### src/rtl/ccip_intr_scheduler.sv
// CCI-P c1 interrupt scheduler: latches per-ID requests, issues them round-robin onto c1 TX,
// shares the channel with the AFU datapath. Optional response watchdog: INTR_SCHED_TIMEOUT_EN.
package ccip_if_pkg;
  typedef enum logic [1:0] {
    eVC_VA = 2'h0, eVC_VL0 = 2'h1, eVC_VH0 = 2'h2, eVC_VH1 = 2'h3
  } t_ccip_vc;

  typedef enum logic [3:0] {
    eREQ_WRLINE_I = 4'h0, eREQ_WRLINE_M = 4'h1, eREQ_WRPUSH_I = 4'h2,
    eREQ_WRFENCE  = 4'h4, eREQ_INTR     = 4'h6
  } t_ccip_c1_req;

  typedef enum logic [3:0] {
    eRSP_WRLINE = 4'h0, eRSP_WRFENCE = 4'h4, eRSP_INTR = 4'h6
  } t_ccip_c1_rsp;

  typedef logic [1:0] t_ccip_intr_id;

  typedef struct packed {
    logic [5:0]   rsvd2;
    t_ccip_vc     vc_sel;
    logic         sop;
    logic         rsvd1;
    logic [1:0]   cl_len;
    t_ccip_c1_req req_type;
    logic [5:0]   rsvd0;
    logic [41:0]  address;
    logic [15:0]  mdata;
  } t_ccip_c1_ReqMemHdr;

  // Same width as the memory header; overlays it on the c1 TX bus.
  typedef struct packed {
    logic [5:0]    rsvd2;
    t_ccip_vc      vc_sel;
    logic [3:0]    rsvd1;
    t_ccip_c1_req  req_type;
    logic [61:0]   rsvd0;
    t_ccip_intr_id id;
  } t_ccip_c1_ReqIntrHdr;

  typedef struct packed {
    t_ccip_vc     vc_used;
    logic         rsvd1;
    logic         hit_miss;
    logic         format;
    logic         rsvd0;
    logic [1:0]   cl_num;
    t_ccip_c1_rsp resp_type;
    logic [15:0]  mdata;
  } t_ccip_c1_RspMemHdr;

  typedef struct packed {
    t_ccip_vc      vc_used;
    logic          rsvd1;
    logic          hit_miss;
    logic [3:0]    rsvd0;
    t_ccip_c1_rsp  resp_type;
    logic [13:0]   rsvd2;
    t_ccip_intr_id id;
  } t_ccip_c1_RspIntrHdr;

  typedef struct packed {
    t_ccip_c1_ReqMemHdr hdr;
    logic [511:0]       data;
    logic               valid;
  } t_if_ccip_c1_Tx;

  typedef struct packed {
    logic [27:0]  hdr;
    logic [511:0] data;
    logic         rspValid;
    logic         mmioRdValid;
    logic         mmioWrValid;
  } t_if_ccip_c0_Rx;

  typedef struct packed {
    t_ccip_c1_RspMemHdr hdr;
    logic               rspValid;
  } t_if_ccip_c1_Rx;

  typedef struct packed {
    logic           c0TxAlmFull;
    logic           c1TxAlmFull;
    t_if_ccip_c0_Rx c0;
    t_if_ccip_c1_Rx c1;
  } t_if_ccip_Rx;
endpackage

module ccip_intr_scheduler
  import ccip_if_pkg::*;
#(
  parameter int NUM_INTR       = 4,
  parameter int STARVE_LIMIT   = 16,
  parameter int TIMEOUT_CYCLES = 65535
) (
  input  logic                Clk_400,
  input  logic                SoftReset,
  input  logic [NUM_INTR-1:0] intr_req,
  input  t_ccip_vc            vc_sel,
  input  t_if_ccip_c1_Tx      dp_c1_tx,
  output logic                dp_c1_stall,
  input  logic                c1TxAlmFull,
  input  t_if_ccip_Rx         cp2af_sRxPort,
  output t_if_ccip_c1_Tx      af2cp_c1_tx,
  output logic [NUM_INTR-1:0] intr_pending,
  output logic [NUM_INTR-1:0] intr_busy,
  output logic [NUM_INTR-1:0] intr_timeout,
  output logic                intr_spurious
);
  localparam int ID_W = $clog2(NUM_INTR);

  logic [NUM_INTR-1:0] pend_vec, busy_vec, tmo_vec, spur_vec, elig, issue_vec, rsp_vec;
  logic [ID_W-1:0]     grant_id, ptr_q, ptr_d;
  logic                grant_vld, intr_win;
  logic [7:0]          starve_q, starve_d;
  logic                spurious_q, spurious_d;
  t_if_ccip_c1_Tx      tx_q, tx_d;
  t_ccip_c1_RspIntrHdr rsp_hdr;
  t_ccip_c1_ReqIntrHdr intr_hdr;
  logic                rsp_intr;
  logic                unused_rx;

  assign rsp_hdr  = t_ccip_c1_RspIntrHdr'(cp2af_sRxPort.c1.hdr);
  assign rsp_intr = cp2af_sRxPort.c1.rspValid && (rsp_hdr.resp_type == eRSP_INTR);
  assign unused_rx = ^{cp2af_sRxPort.c0TxAlmFull, cp2af_sRxPort.c1TxAlmFull, cp2af_sRxPort.c0,
                       rsp_hdr.vc_used, rsp_hdr.rsvd1, rsp_hdr.hit_miss, rsp_hdr.rsvd0, rsp_hdr.rsvd2};

  always_comb begin
    rsp_vec = '0;
    if (rsp_intr) rsp_vec[rsp_hdr.id] = 1'b1;
  end

  genvar gi;
  generate
    for (gi = 0; gi < NUM_INTR; gi++) begin : g_slot
      ccip_intr_slot #(.TIMEOUT_CYCLES(TIMEOUT_CYCLES)) u_slot (
        .clk      (Clk_400),
        .rst      (SoftReset),
        .req      (intr_req[gi]),
        .issue    (issue_vec[gi]),
        .rsp      (rsp_vec[gi]),
        .pending  (pend_vec[gi]),
        .busy     (busy_vec[gi]),
        .timeout  (tmo_vec[gi]),
        .spurious (spur_vec[gi])
      );
    end
  endgenerate

  // Almost-full gates only interrupts; the datapath handles its own compliance.
  assign elig = pend_vec & ~busy_vec & {NUM_INTR{~c1TxAlmFull}};

  // Walk from the farthest offset back so the slot nearest the pointer wins.
  always_comb begin
    logic [ID_W-1:0] idx;
    grant_vld = 1'b0;
    grant_id  = '0;
    idx       = '0;
    for (int o = NUM_INTR - 1; o >= 0; o--) begin
      idx = ID_W'((int'(ptr_q) + o) % NUM_INTR);
      if (elig[idx]) begin
        grant_vld = 1'b1;
        grant_id  = idx;
      end
    end
  end

  assign intr_win    = grant_vld && (!dp_c1_tx.valid || (starve_q == 8'(STARVE_LIMIT)));
  assign dp_c1_stall = dp_c1_tx.valid && intr_win;

  always_comb begin
    issue_vec = '0;
    ptr_d     = ptr_q;
    starve_d  = starve_q;
    tx_d      = '0;
    intr_hdr  = '0;
    intr_hdr.vc_sel   = vc_sel;
    intr_hdr.req_type = eREQ_INTR;
    intr_hdr.id       = t_ccip_intr_id'(grant_id);
    if (intr_win) begin
      issue_vec[grant_id] = 1'b1;
      ptr_d      = (grant_id == ID_W'(NUM_INTR - 1)) ? '0 : grant_id + 1'b1;
      starve_d   = '0;
      tx_d.hdr   = t_ccip_c1_ReqMemHdr'(intr_hdr);
      tx_d.valid = 1'b1;
    end else begin
      if (dp_c1_tx.valid) tx_d = dp_c1_tx;
      if (dp_c1_tx.valid && grant_vld && (starve_q != 8'(STARVE_LIMIT)))
        starve_d = starve_q + 8'd1;
    end
    spurious_d = spurious_q | (|spur_vec);
  end

  always_ff @(posedge Clk_400) begin
    if (SoftReset) begin
      ptr_q      <= '0;
      starve_q   <= '0;
      tx_q       <= '0;
      spurious_q <= 1'b0;
    end else begin
      ptr_q      <= ptr_d;
      starve_q   <= starve_d;
      tx_q       <= tx_d;
      spurious_q <= spurious_d;
    end
  end

  assign af2cp_c1_tx   = tx_q;
  assign intr_pending  = pend_vec;
  assign intr_busy     = busy_vec;
  assign intr_timeout  = tmo_vec;
  assign intr_spurious = spurious_q;
endmodule

// Per-ID state: pending latch, busy tracking and the optional response watchdog.
module ccip_intr_slot #(
  parameter int TIMEOUT_CYCLES = 65535
) (
  input  logic clk,
  input  logic rst,
  input  logic req,
  input  logic issue,
  input  logic rsp,
  output logic pending,
  output logic busy,
  output logic timeout,
  output logic spurious
);
  logic pending_q, pending_d, busy_q, busy_d, rsp_hit, expire;

  assign rsp_hit  = rsp & busy_q;
  assign spurious = rsp & ~busy_q;

`ifdef INTR_SCHED_TIMEOUT_EN
  logic [15:0] wd_q, wd_d;
  logic        timeout_q, timeout_d;

  // A response landing on the expiry cycle wins; the ID completes normally.
  always_comb begin
    expire    = busy_q & ~rsp_hit & (wd_q == 16'(TIMEOUT_CYCLES - 1));
    wd_d      = (busy_q & ~rsp_hit & ~expire) ? wd_q + 16'd1 : 16'd0;
    timeout_d = timeout_q | expire;
  end

  always_ff @(posedge clk) begin
    if (rst) begin
      wd_q      <= '0;
      timeout_q <= 1'b0;
    end else begin
      wd_q      <= wd_d;
      timeout_q <= timeout_d;
    end
  end

  assign timeout = timeout_q;
`else
  localparam int unused_tmo = TIMEOUT_CYCLES;
  assign expire  = 1'b0;
  assign timeout = 1'b0;
`endif

  always_comb begin
    pending_d = (pending_q & ~issue) | req;
    busy_d    = (busy_q | issue) & ~rsp_hit & ~expire;
  end

  always_ff @(posedge clk) begin
    if (rst) begin
      pending_q <= 1'b0;
      busy_q    <= 1'b0;
    end else begin
      pending_q <= pending_d;
      busy_q    <= busy_d;
    end
  end

  assign pending = pending_q;
  assign busy    = busy_q;
endmodule

### config.mk
export PLATFORM = sky130hd
export DESIGN_NAME = ccip_intr_scheduler
export DESIGN_NICKNAME = d
export VERILOG_FILES = /design/src/rtl/ccip_intr_scheduler.sv
export SDC_FILE = /design/constraint.sdc
export NUM_CORES = 1
export LEC_CHECK = 0
export CORE_AREA = 3 3 694 696
export CTS_CLUSTER_DIAMETER = 30
export DETAILED_ROUTE_END_ITERATION = 7
export DIE_AREA = 0 0 697 699
export PLACE_DENSITY_LB_ADDON = 0.3
export REMOVE_ABC_BUFFERS = 1
export SYNTH_ARGS = -nofsm -noshare
export SYNTH_HDL_FRONTEND = slang
export SYNTH_HIERARCHICAL = 1
export SYNTH_SLANG_ARGS = --single-unit
### constraint.sdc
create_clock -name Clk_400 -period 2.61 [get_ports Clk_400]
set_clock_uncertainty 0.05 [all_clocks]
set_input_delay 0.3915 -clock Clk_400 [delete_from_list [all_inputs] [get_ports Clk_400]]
set_output_delay 0.3915 -clock Clk_400 [all_outputs]
set_load 0.05 [all_outputs]
* Word level (Yosys, flattened, before mapping)
Index checks and enable logic that the tools add are counted.
W data, S select, Z words.
** Storage, ports and cells
- Bits in read-only memories :: 0
- RAM bits :: 0
- Input port bits :: 1176
- Register bits after elaboration :: 612
- Logic and storage cells :: 121
- Latch bits :: 0
- Memories :: 0
- Output and inout bits :: 607
** Cells by class
- Reductions and logical operators :: 12
- Shift operators :: 0
- Multiplexer cells :: 26
- Equal/unequal tests :: 4
- Bitwise logic cells :: 42
- $add $sub $neg :: 5
- Div/mod/pow operators :: 0
- Magnitude comparators :: 8
- Multipliers :: 0
** Operators by type and width (count)
- $mux W587 :: 1
- $mux W74 :: 1
- $lt A2 B3 Y1 const B :: 6
- $and A1 B1 Y1 :: 16
- $not A1 Y1 :: 14
- $mux W1 :: 11
- $mux W2 :: 5
- $or A1 B1 Y1 :: 9
- $add A8 B1 Y8 const B :: 1
- $and A4 B4 Y4 :: 2
- $bmux W1 S2 :: 4
- $eq A8 B5 Y1 const B :: 1
- $mux W4 :: 2
- $ne A8 B5 Y1 const B :: 1
- $logic_and A1 B1 Y1 :: 7
- $add A2 B1 Y2 const B :: 2
- $add A2 B2 Y2 const B :: 2
- $demux W1 S2 :: 2
- $eq A4 B3 Y1 const B :: 1
- $ge A2 B1 Y1 const B :: 2
- $not A4 Y4 :: 1
- $reduce_or A4 Y1 :: 1
- $reduce_or A3 Y1 :: 1
- $eq A2 B2 Y1 const B :: 1
- 3 further kinds :: 3

* Logic depth before layout (Yosys ltp)
- Word-level depth :: 17
- Depth in mapped cells :: 11
- Depth with buffers taken out :: 9

* Hierarchy
Netlist, hierarchy kept.
** By module, submodules not included
- ccip_intr_scheduler :: cells each 1368, instances 1, sequential area each 12091.6 sq um, area an instance 17174.0 sq um
- ccip_intr_slot :: cells each 11, instances 4, sequential area each 40.0 sq um, area an instance 98.8 sq um

* Least setup slack after synthesis
OpenSTA, ideal clock, no wires.
- Path type :: reg2reg
- Start point :: reg g_slot[0].u_slot.pending_q
- End point :: reg g_slot[3].u_slot.pending_q
- Path slack :: -167 ps
- Data required time :: 2490 ps
- Period minus slack after synthesis :: 2777 ps
- Library setup time :: 70 ps
- Arrival time :: 2657 ps
- Buffers on the path :: 0
- Cell stages (with the launch flop) :: 10
- Cell sequence :: dfxtp_1 -> nand2b_1 -> or4b_2 -> a22oi_1 -> a2bb2oi_1 -> inv_1 -> ha_1 -> and3_1 -> nand2b_1 -> a21oi_1
** Between the ends
- Cells in the longest elaborated chain, start to end :: 16
- Elaborated cells on any way between the ends :: 28
- Classes of those cells :: order compare (2); mux (19); bitwise (5); reduce/logical (2)
** RTL lines
- start: declaration :: line 229 : logic pending_q, pending_d, busy_q, busy_d, rsp_hit, expire;
- start signal: assignment :: line 272 : pending_q <= pending_d;
- $and A4 B4 Y4 * (2 in a row) :: line 151 : assign elig = pend_vec & ~busy_vec & {NUM_INTR{~c1TxAlmFull}};
- $bmux W1 S2 :: line 161 : if (elig[idx]) begin
- $mux W1 (implied by the code) :: line 161
- $mux W2 (4 in a row) :: line 161
- $lt A2 B3 Y1 (implied by the code) / $ge A2 B1 Y1 (equally long branches) :: line 181 : issue_vec[grant_id] = 1'b1;
- $logic_and A1 B1 Y1 (implied by the code) :: line 181
- $mux W1 (implied by the code) :: line 181
- $demux W1 S2 :: line 181
- $mux W4 * :: line 180 : if (intr_win) begin
- named net issue_vec[3] :: line 112 : logic [NUM_INTR-1:0] pend_vec, busy_vec, tmo_vec, spur_vec, elig, issue_vec, rsp_vec;
- $not A1 Y1 * :: line 263 : pending_d = (pending_q & ~issue) | req;
- $and A1 B1 Y1 * :: line 263
- $or A1 B1 Y1 * :: line 263
- end signal: assignment :: line 272
- end: declaration :: line 229
Mark *: on every way through the listed nets, which the timed path passes. The rest lies on a longest branch. The select of a mux whose other input is x is not followed.
A chain may end at the register's enable or synchronous reset.

* Worst setup path in the final report
- Start point :: reg starve_q[0]
- End point :: out dp_c1_stall
** Between the ends
- Cells in the longest elaborated chain, start to end :: 4
** RTL lines
- start: declaration :: line 115 : logic [7:0] starve_q, starve_d;
- start signal: assignment :: line 202 : starve_q <= starve_d;
- $eq A8 B5 Y1 :: line 168 : assign intr_win = grant_vld && (!dp_c1_tx.valid || (starve_q == 8'(STARVE_LIMIT)));
- $logic_or A1 B1 Y1 :: line 168
- $logic_and A1 B1 Y1 :: line 168
- $logic_and A1 B1 Y1 :: line 169 : assign dp_c1_stall = dp_c1_tx.valid && intr_win;
- end: declaration :: line 101 : output logic dp_c1_stall,
No other way between the ends.

==> impl_metrics.py <==
metrics = {
    "outcome": {
        "status": "finished, violations left",
        "violations": "setup timing",
    },
    "route": {
        "ant_nets": 0,
        "drt-initial-drc-count": 766,
        "wl_per_cell_um": 26.8,
        "wl_mm": 268,
        "vias": 19769,
        "drc": 0,
        "first_pass_iters": 4,
        "viasPerCell": 1.98,
    },
    "floorplanning": {
        "boundaryPins": 1783,
        "die-area_um2": 487000,
        "die_h_um": 699,
        "start_util": 0.0370,
        "rows": 253,
        "core_area_um2": 475000,
        "die_w_um": 697,
    },
    "synth": {
        "ys_warn_count": 6,
        "syn_avg_cell_area_um2": 12.4,
        "synthArstFlopShare": 0,
        "ys_ff_latch": 612,
        "synth_edf_count": 0,
        "postSynthCellCount": 1412,
        "syn-cell-area_um2": 17600,
        "yosys_most_used_dff": "dfxtp_1",
        "ys_seq_area_frac": 0.697,
        "ys_types": 44,
    },
    "setup_path": {
        "end_kind": "output port",
        "crit_path_start_kind": "flip-flop",
        "worstPathCellList": "inv_2, ha_1, nand4bb_1, o41ai_4, buf_4, and3_4, buf_12",
        "crit_fanout": 5,
        "crit_start": "starve_q[0]",
        "crit_slowest_cell": "dfxtp_2",
        "cp.arrival_ns": 2.32,
        "rr_endpoint": "af2cp_c1_tx[2]",
        "critical_path_class": "reg -> out",
        "worstPathRequired_ns": 2.17,
        "reg2reg_slack_ns": 0.09,
        "r2r_start": "g_slot[1].u_slot/busy",
        "ff2ff_path_depth": 11,
        "setup.worst_path.end": "dp_c1_stall",
        "max_stage_delay_ns": 0.35,
    },
    "min_path": {
        "hold_path.class": "in -> reg",
        "worstHoldStart": "dp_c1_tx[521]",
    },
    "global_routing": {
        "antenna_found_initial": 397,
        "first_global_vias": 20892,
        "grt_use_total": 0.105,
        "grt_max_degree": 111,
        "grt_pass1_wl_mm": 310,
        "grt.overflow.total": 0,
    },
    "pwr": {
        "powerDensity_nw_per_um2": 851,
        "totalPowerFinal_mw": 42.6,
        "peakVddDrop_mv": 0.546,
        "p_leak_nw": 18.7,
    },
    "clock_tree": {
        "numCtsBuffers": 212,
        "path_clk_slew_ns": 0.04,
        "cts_root_buffer": "clkbuf_16",
        "clkSinkCount": 612,
        "cts.htree.levels": 4,
        "cts_tree": "built",
        "clk-insertion-delay-late_ns": 0.87,
        "clk_path_buf_depth": 4,
    },
    "final_layout": {
        "mostFrequentLayoutCells": "clkdlybuf4s50_1 (849), dfxtp_1 (609), and2_1 (581), dlygate4sd3_1 (496), buf_4 (321)",
        "layout_commonest_cell": "clkdlybuf4s50_1",
        "final_nets": 4508,
        "drive_gt1_frac": 0.218,
        "n_fill_cell": 54408,
        "areaGrowthSynthToFinish_pct": 185,
    },
    "sta": {
        "fin_crit_sh": 1.06,
        "final-hold-violation-count": 0,
        "slew_headroom": 0.397,
        "setup_tns_ns": -0.149,
        "fmax_ghz": 0.363,
        "rsz0062_at_grt": "yes",
        "report.final.slew_viol_count": 0,
        "setup-violations-final": 1,
        "worst_slack_ns": -0.149,
        "worst_slew_pin_slew_ns": 0.908,
        "period_needed_ns": 2.76,
    },
    "placed_design": {
        "place.gp.congestion": 0.785,
        "place_hpwl_mm": 238,
        "numPortBuffers": 1211,
    },
    "flow_run": {
        "drv_cap": 0,
    },
}
==> critical path, delay by kind of cell (launching register included) <==
family / cells / cell delay, ns
flip-flops: 1 / 0.35
AO/OA/AOI/OAI: 1 / 0.25
AND/OR/NAND/NOR: 2 / 0.35
buffers and inverters: 3 / 0.36
adder cells (fa/ha/maj): 1 / 0.15
==> logic make-up after synthesis <==
group	count (synthesis)	synth area share
AOI/OAI and AO/OA	35	0.0150
adders and majority gates	6	0.00427
DFF	612	0.697
and+or+nand+nor	666	0.236
other	4	0.000854
muxes	2	0.00114
xor gates and xnor gates	5	0.00249
buffers and inverters	82	0.0432
==> worst min path at each step <==
stage	endpoint	slack [ns]	depth (start not counted)
after floorplan	g_slot[0].u_slot/busy	0.40	1
after global routing	af2cp_c1_tx[155]	0.006	2
after global placement	g_slot[2].u_slot/pending	0.45	2
after CTS	af2cp_c1_tx[49]	0.0008	2
after detailed placement	intr_spurious	0.45	2
final	af2cp_c1_tx[521]	0.10	2
==> routing by layer <==
layer | GRT usage | part of all wire | wire length [um]
met1 | 0.103 | 0.34 | 92000
met2 | 0.177 | 0.47 | 125000
met3 | 0.0766 | 0.16 | 42000
met4 | 0.0240 | 0.032 | 8490
met5 | 0 | 0.0034 | 905
==> metrics by stage <==
step	area, um2	instances	util	setup WS [ns]	hold slack (ns)
global route	50000	9941	0.105	-0.293	0.00619
detailed placement	36600	8963	0.0771	-0.301	0.449
floorplan	16800	1339	-	-9.93	0.404
global placement	36600	8963	0.0771	-0.274	0.448
CTS	49500	9863	0.104	-0.271	0.000779
finish	50100	9992	0.105	-0.149	0.102
==> sequential cells by signal, indices dropped and copies added, names as in the netlist <==
name / count
af2cp_c1_tx: 593
starve_q: 8
g_slot.u_slot/busy: 4
g_slot.u_slot/pending: 4
ptr_q: 2
intr_spurious: 1
==> synth_stat cells (4+ instances only) <==
master | n | area share
inv_1 | 9 | 0.0019
nand2b_2 | 4 | 0.0020
clkbuf_1 | 6 | 0.0013
buf_4 | 5 | 0.0021
a21oi_2 | 4 | 0.0020
xnor2_1 | 5 | 0.0025
nor2_1 | 7 | 0.0015
o21ai_0 | 4 | 0.0011
conb_1 | 4 | 0.00085
nand3_1 | 4 | 0.0011
nand2_1 | 16 | 0.0034
buf_2 | 4 | 0.0011
nor3_1 | 8 | 0.0023
and2b_2 | 4 | 0.0020
and2_1 | 588 | 0.21
nand2b_1 | 13 | 0.0046
a21oi_1 | 13 | 0.0037
nor4_1 | 4 | 0.0014
ha_1 | 6 | 0.0043
buf_6 | 57 | 0.037
and3_1 | 6 | 0.0021
dfxtp_1 | 612 | 0.70
==> where the power goes <==
group	switching, mW	internal, mW
combinational	3.16	2.17
sequential	0.138	9.78
clock	8.09	19.3
total	11.4	31.2
==> timing repair <==
item | 4_1_cts | 5_1_grt
hold buffers | 496 | 0
pin swaps | 2 | 2
endpoints found under the hold margin | 496 | 0
buffers inserted | 7 | 8
gates cloned | 6 | 7
endpoints found under the setup margin | 127 | 373
resized for setup | 102 | 15
==> area by class of cell <==
type                       instances  area, um2  area share
multi-input combinational        718       4630      0.0925
sequential                       612      12300       0.245
clock buffer                     259       5830       0.116
antenna                          114        285     0.00569
inverter                           9       33.8    0.000674
clock inverter                   132       1860      0.0370
tap                             6375       7980       0.159
timing repair buffer            1773      17200       0.344
No activity file was read; power rests on OpenSTA's default activity.
